## src/rtl/alu_arb_pkg.sv

```systemverilog
// Shared types and constants for the two-requester ALU arbiter.
// Holds the op code map, the legal-op limit and the FSM state encoding.
package alu_arb_pkg;

    localparam int unsigned CTRL_W = 4;

    typedef logic [CTRL_W-1:0] op_t;

    localparam op_t OP_AND  = 4'd0;
    localparam op_t OP_OR   = 4'd1;
    localparam op_t OP_ADD  = 4'd2;
    localparam op_t OP_SLTI = 4'd3;
    localparam op_t OP_SLT  = 4'd4;
    localparam op_t OP_MUL  = 4'd5;
    localparam op_t OP_SUB  = 4'd6;
    localparam op_t OP_BEQ  = 4'd7;
    localparam op_t OP_SRA  = 4'd8;
    localparam op_t OP_SRAV = 4'd9;
    localparam op_t OP_BNE  = 4'd10;
    localparam op_t OP_LUI  = 4'd11;
    localparam op_t OP_MAX  = OP_LUI;

    typedef enum logic [1:0] {
        IDLE = 2'd0,
        EXEC = 2'd1,
        RESP = 2'd2
    } state_t;

    // Codes above OP_MAX have no ALU meaning and are answered with an error.
    function automatic logic op_illegal(input op_t op);
        return op > OP_MAX;
    endfunction

endpackage

```

## src/rtl/rr_arb2.sv

```systemverilog
// Two-way round-robin grant: a lone requester wins, a tie goes to the
// requester that was not served last.
module rr_arb2 (
    input  logic [1:0] valid,
    input  logic       last_owner,
    output logic [1:0] grant
);

    always_comb begin
        grant = valid;
        if (valid == 2'b11) begin
            grant = last_owner ? 2'b01 : 2'b10;
        end
    end

endmodule

```

## src/rtl/alu_arbiter.sv

```systemverilog
// Shares one combinational ALU between two requesters: grant, capture
// operands, run the ALU for one cycle, then hold the response for the owner.
module alu_arbiter
    import alu_arb_pkg::*;
#(
    parameter int unsigned DATA_W = 32
) (
    input  logic                  clk_i,
    input  logic                  rst_i,
    input  logic [1:0]            req_valid_i,
    output logic [1:0]            req_ready_o,
    input  logic [2*DATA_W-1:0]   req_src1_i,
    input  logic [2*DATA_W-1:0]   req_src2_i,
    input  logic [2*CTRL_W-1:0]   req_ctrl_i,
    output logic [1:0]            resp_valid_o,
    input  logic [1:0]            resp_ready_i,
    output logic [DATA_W-1:0]     resp_result_o,
    output logic                  resp_zero_o,
    output logic                  resp_err_o,
    output logic [DATA_W-1:0]     alu_src1_o,
    output logic [DATA_W-1:0]     alu_src2_o,
    output logic [CTRL_W-1:0]     alu_ctrl_o,
    input  logic [DATA_W-1:0]     alu_result_i,
    input  logic                  alu_zero_i
);

    state_t              state_q, state_nxt;
    logic                last_owner_q;
    logic                owner_q;
    logic [DATA_W-1:0]   src1_q, src2_q;
    op_t                 ctrl_q;
    logic [DATA_W-1:0]   result_q;
    logic                zero_q;
    logic                err_q;

    logic [1:0]          grant;
    logic                accept;
    logic                resp_load;
    logic                resp_done;

    rr_arb2 u_rr_arb2 (
        .valid      (req_valid_i),
        .last_owner (last_owner_q),
        .grant      (grant)
    );

    // Next state, handshake strobes and the state-decoded outputs.
    always_comb begin
        state_nxt    = state_q;
        req_ready_o  = 2'b00;
        resp_valid_o = 2'b00;
        accept       = 1'b0;
        resp_load    = 1'b0;
        resp_done    = 1'b0;
        case (state_q)
            IDLE: begin
                req_ready_o = grant;
                if (grant != 2'b00) begin
                    accept    = 1'b1;
                    state_nxt = EXEC;
                end
            end
            EXEC: begin
                resp_load = 1'b1;
                state_nxt = RESP;
            end
            RESP: begin
                resp_valid_o = owner_q ? 2'b10 : 2'b01;
                if (resp_ready_i[owner_q]) begin
                    resp_done = 1'b1;
                    state_nxt = IDLE;
                end
            end
            default: state_nxt = IDLE;
        endcase
    end

    always_ff @(posedge clk_i) begin
        if (rst_i) begin
            state_q      <= IDLE;
            last_owner_q <= 1'b1;
            owner_q      <= 1'b0;
            src1_q       <= '0;
            src2_q       <= '0;
            ctrl_q       <= '0;
            result_q     <= '0;
            zero_q       <= 1'b0;
            err_q        <= 1'b0;
        end else begin
            state_q <= state_nxt;
            if (accept) begin
                owner_q <= grant[1];
                src1_q  <= grant[1] ? req_src1_i[2*DATA_W-1:DATA_W] : req_src1_i[DATA_W-1:0];
                src2_q  <= grant[1] ? req_src2_i[2*DATA_W-1:DATA_W] : req_src2_i[DATA_W-1:0];
                ctrl_q  <= grant[1] ? req_ctrl_i[2*CTRL_W-1:CTRL_W] : req_ctrl_i[CTRL_W-1:0];
            end
            // Illegal codes override whatever the ALU produced.
            if (resp_load) begin
                err_q    <= op_illegal(ctrl_q);
                result_q <= op_illegal(ctrl_q) ? '0 : alu_result_i;
                zero_q   <= op_illegal(ctrl_q) ? 1'b1 : alu_zero_i;
            end
            if (resp_done) begin
                last_owner_q <= owner_q;
            end
        end
    end

    assign alu_src1_o    = src1_q;
    assign alu_src2_o    = src2_q;
    assign alu_ctrl_o    = ctrl_q;
    assign resp_result_o = result_q;
    assign resp_zero_o   = zero_q;
    assign resp_err_o    = err_q;

endmodule

```

## config.mk

```make
export PLATFORM = sky130hd
export DESIGN_NAME = alu_arbiter
export DESIGN_NICKNAME = d
export VERILOG_FILES = /design/src/rtl/alu_arb_pkg.sv /design/src/rtl/rr_arb2.sv /design/src/rtl/alu_arbiter.sv
export SDC_FILE = /design/constraint.sdc
export NUM_CORES = 1
export LEC_CHECK = 0
export ABC_AREA = 1
export CAP_MARGIN = 20
export CORE_MARGIN = 10
export CORE_UTILIZATION = 42
export DETAILED_ROUTE_END_ITERATION = 10
export HOLD_SLACK_MARGIN = 0.03
export MAX_ROUTING_LAYER = met4
export PLACE_DENSITY = 0.9
export SLEW_MARGIN = 20
export SYNTH_ARGS = -nofsm -noshare
export SYNTH_HDL_FRONTEND = slang
export SYNTH_SLANG_ARGS = --single-unit
```

## constraint.sdc

```tcl
create_clock -name clk_i -period 2.3 [get_ports clk_i]
set_clock_uncertainty 0.15 [all_clocks]
set_input_delay 0.23 -clock clk_i [delete_from_list [all_inputs] [get_ports clk_i]]
set_output_delay 0.23 -clock clk_i [all_outputs]
set_load 0.005 [all_outputs]
```

==> flow_summary.ini <==
[logic_synthesis]
ys_types = 18
syn_inst = 844
syn_area_per_cell_um2 = 6.15
synth_top_area_cell = dfxtp_1
netlist_area_mm2 = 0.00519
yosysWarnings = 0
synth.top_cell.area_share = 0.409
synth_top_family_by_area = simple AND/OR/NAND/NOR gates
synth_nets = 1019
synth_compound_area_frac = 0.0371
yosysSeqAreaShare = 0.409
synth_top_cells_by_area = dfxtp_1 41%, nand2_1 20%, nand3_1 13%, nor2_1 10%, inv_1 5.4%
synth_simple_gate_area_frac = 0.444
ys_seq_elements = 106
synthAdderAreaFrac = 0
synth-xor-area-share = 0
synthMuxAreaShare = 0

[worst_setup_path]
arrival_ns = 1.80
path_class = reg2out
start_kind = flip-flop
critPathRequiredTime_ns = 1.92
crit_path_end_kind = output port
crit_fanout = 4

[global_routing]
grt_antenna_before_repair = 1
use_met3 = 0.0690
grt_pass1_vias = 6002
grt_pass1_wl_mm = 31.4
use_met2 = 0.369
overflow = 0
grtUsageMet1 = 0.258
grt.busiest_layer = met2
grtUsageTotal = 0.227
grt_max_degree = 72

[floorplan]
rows = 40
core_area_mm2 = 0.0121
fp.dieH_um = 131
initial_core_util = 0.430
die_w_um = 131
die_area_mm2 = 0.0172
io_pins = 281

[power_and_ir_drop]
p_per_area_mw_per_mm2 = 620
ir_worst_vdd_v = 0.000499
p_leak_nw = 3.82
finalPower_mw = 5.18

[detailed_routing]
dr_total_vias = 6110
wire_per_inst_um = 15.6
viasPerCell = 4.84
routed_wl_mm = 19.7
ant_nets = 0
drt-initial-drc-count = 432
drc_errors = 0
dr.pass1.iters = 5

[layout]
area_growth_pct = 61.1
nets = 1263
drive_gt1_frac = 0.0348
final.fill_count = 990

[clocking]
postCtsSetupBuffers = 0
clk_pin_slew_ns = 0.07
clkSinkCount = 106
clock_latency_ns = 0.34
holdBufCountCts = 0
ctsRootBufferMaster = clkbuf_16
cts_buffers = 9
cts-resized-gates = 0
cts_max_path_buffers = 2
htree_num_levels = 3
cts_tree = yes

[placement]
dp_hpwl_mm = 14.1
io_buffers = 280
gp_congestion = 0.843
place_ws_ns = 0.153

[timing]
hold_violations = 0
rsz0062_at_grt = false
max_freq_mhz = 458
setup_slack_ns = 0.117
holdWs_ns = 0.249
setup_violations = 0
timing.final.crit_period_ns = 2.18
tns_ns = 0
finalMaxSlewViolations = 0
post-route-period-util = 0.949
slew_headroom = 0.601
tightest_slew_ns = 0.598

[hold_path]
hp-class = in2reg

[status]
status = finished, final reports clean

[flow_run]
drv_cap = 0
power breakdown:
group          internal (mW)  switching [mW]  total [mW]
sequential              2.04           0.104        2.14
clock                  0.760           0.681        1.44
combinational          0.862           0.737        1.60
total                   3.66            1.52        5.18
state kept, by name, summed over array words and instances (netlist names):
register / count
alu_ctrl_o: 4
last_owner_q: 1
resp_err_o: 1
alu_src1_o: 32
alu_src2_o: 32
resp_zero_o: 1
state_q: 2
resp_result_o: 32
owner_q: 1
cell usage in the layout, fill, tap and decap left out, drive strengths merged:
master         instances
a21oi                 34
buf                   14
clkbuf                11
clkdlybuf4s50        279
clkinv                 3
clkinvlp               2
dfxtp                106
diode                  1
inv                   77
nand2                280
nand3                138
nand4                  1
nor2                 143
nor3                   1
o211ai                 1
o21ai                  3
logic make-up after synthesis:
logic type      Yosys count
compound gates           38
buf+inv                 137
simple gates            563
flops                   106
path summary, 6_finish.rpt:
kind                      from                 to  slack, ns  cells past startpoint
max                 state_q[1]     req_ready_o[0]       0.12                      4
min             req_valid_i[1]      alu_src1_o[2]       0.25                      5
max reg2reg       last_owner_q     alu_src2_o[12]       0.59                      7
min reg2reg  resp_result_o[16]  resp_result_o[16]       0.32                      2
per-layer routing:
metal	wire, um	vias up	share of wire
li1	-	3079	-
met1	8130	2714	0.41
met2	9220	276	0.47
met3	1760	41	0.089
met4	576	0	0.029
met5	0	-	0
area by class of cell:
type / instances / area [um^2] / area share
Antenna cell: 1 / 2.50 / 0.000299
Clock buffer: 11 / 243 / 0.0290
Clock inverter: 5 / 30.0 / 0.00359
Inverter: 77 / 289 / 0.0346
Multi-Input combinational cell: 601 / 2500 / 0.300
Sequential cell: 106 / 2120 / 0.254
Tap cell: 168 / 210 / 0.0251
Timing Repair Buffer: 293 / 2960 / 0.354
synth_stat cells:
cell      number
buf_6          1
buf_4          2
nand3_1      138
nand2_2        4
buf_1          8
a21oi_1       34
buf_2         35
nand4_1        1
o211ai_1       1
o21ai_0        3
clkbuf_1      14
inv_2          2
dfxtp_1      106
nand2_1      276
nor2_1       142
nor3_1         1
inv_1         75
nor2_2         1
stage by stage:
stage | utilization | cells | instance area [um^2]
2_1_floorplan | - | 844 | 5190
4_1_cts | 0.693 | 1261 | 8360
6_report | 0.693 | 1262 | 8360
3_3_place_gp | 0.670 | 1245 | 8080
5_1_grt | 0.693 | 1262 | 8360
3_5_place_dp | 0.670 | 1245 | 8080
worst max-delay path, stage by stage, from the launching register on:
cell             delay [ns]
dfxtp_1                0.34
nor2_1                 0.31
nand3_2                0.17
inv_1                  0.08
clkdlybuf4s50_1        0.55
No activity file was read; power rests on OpenSTA's default activity.
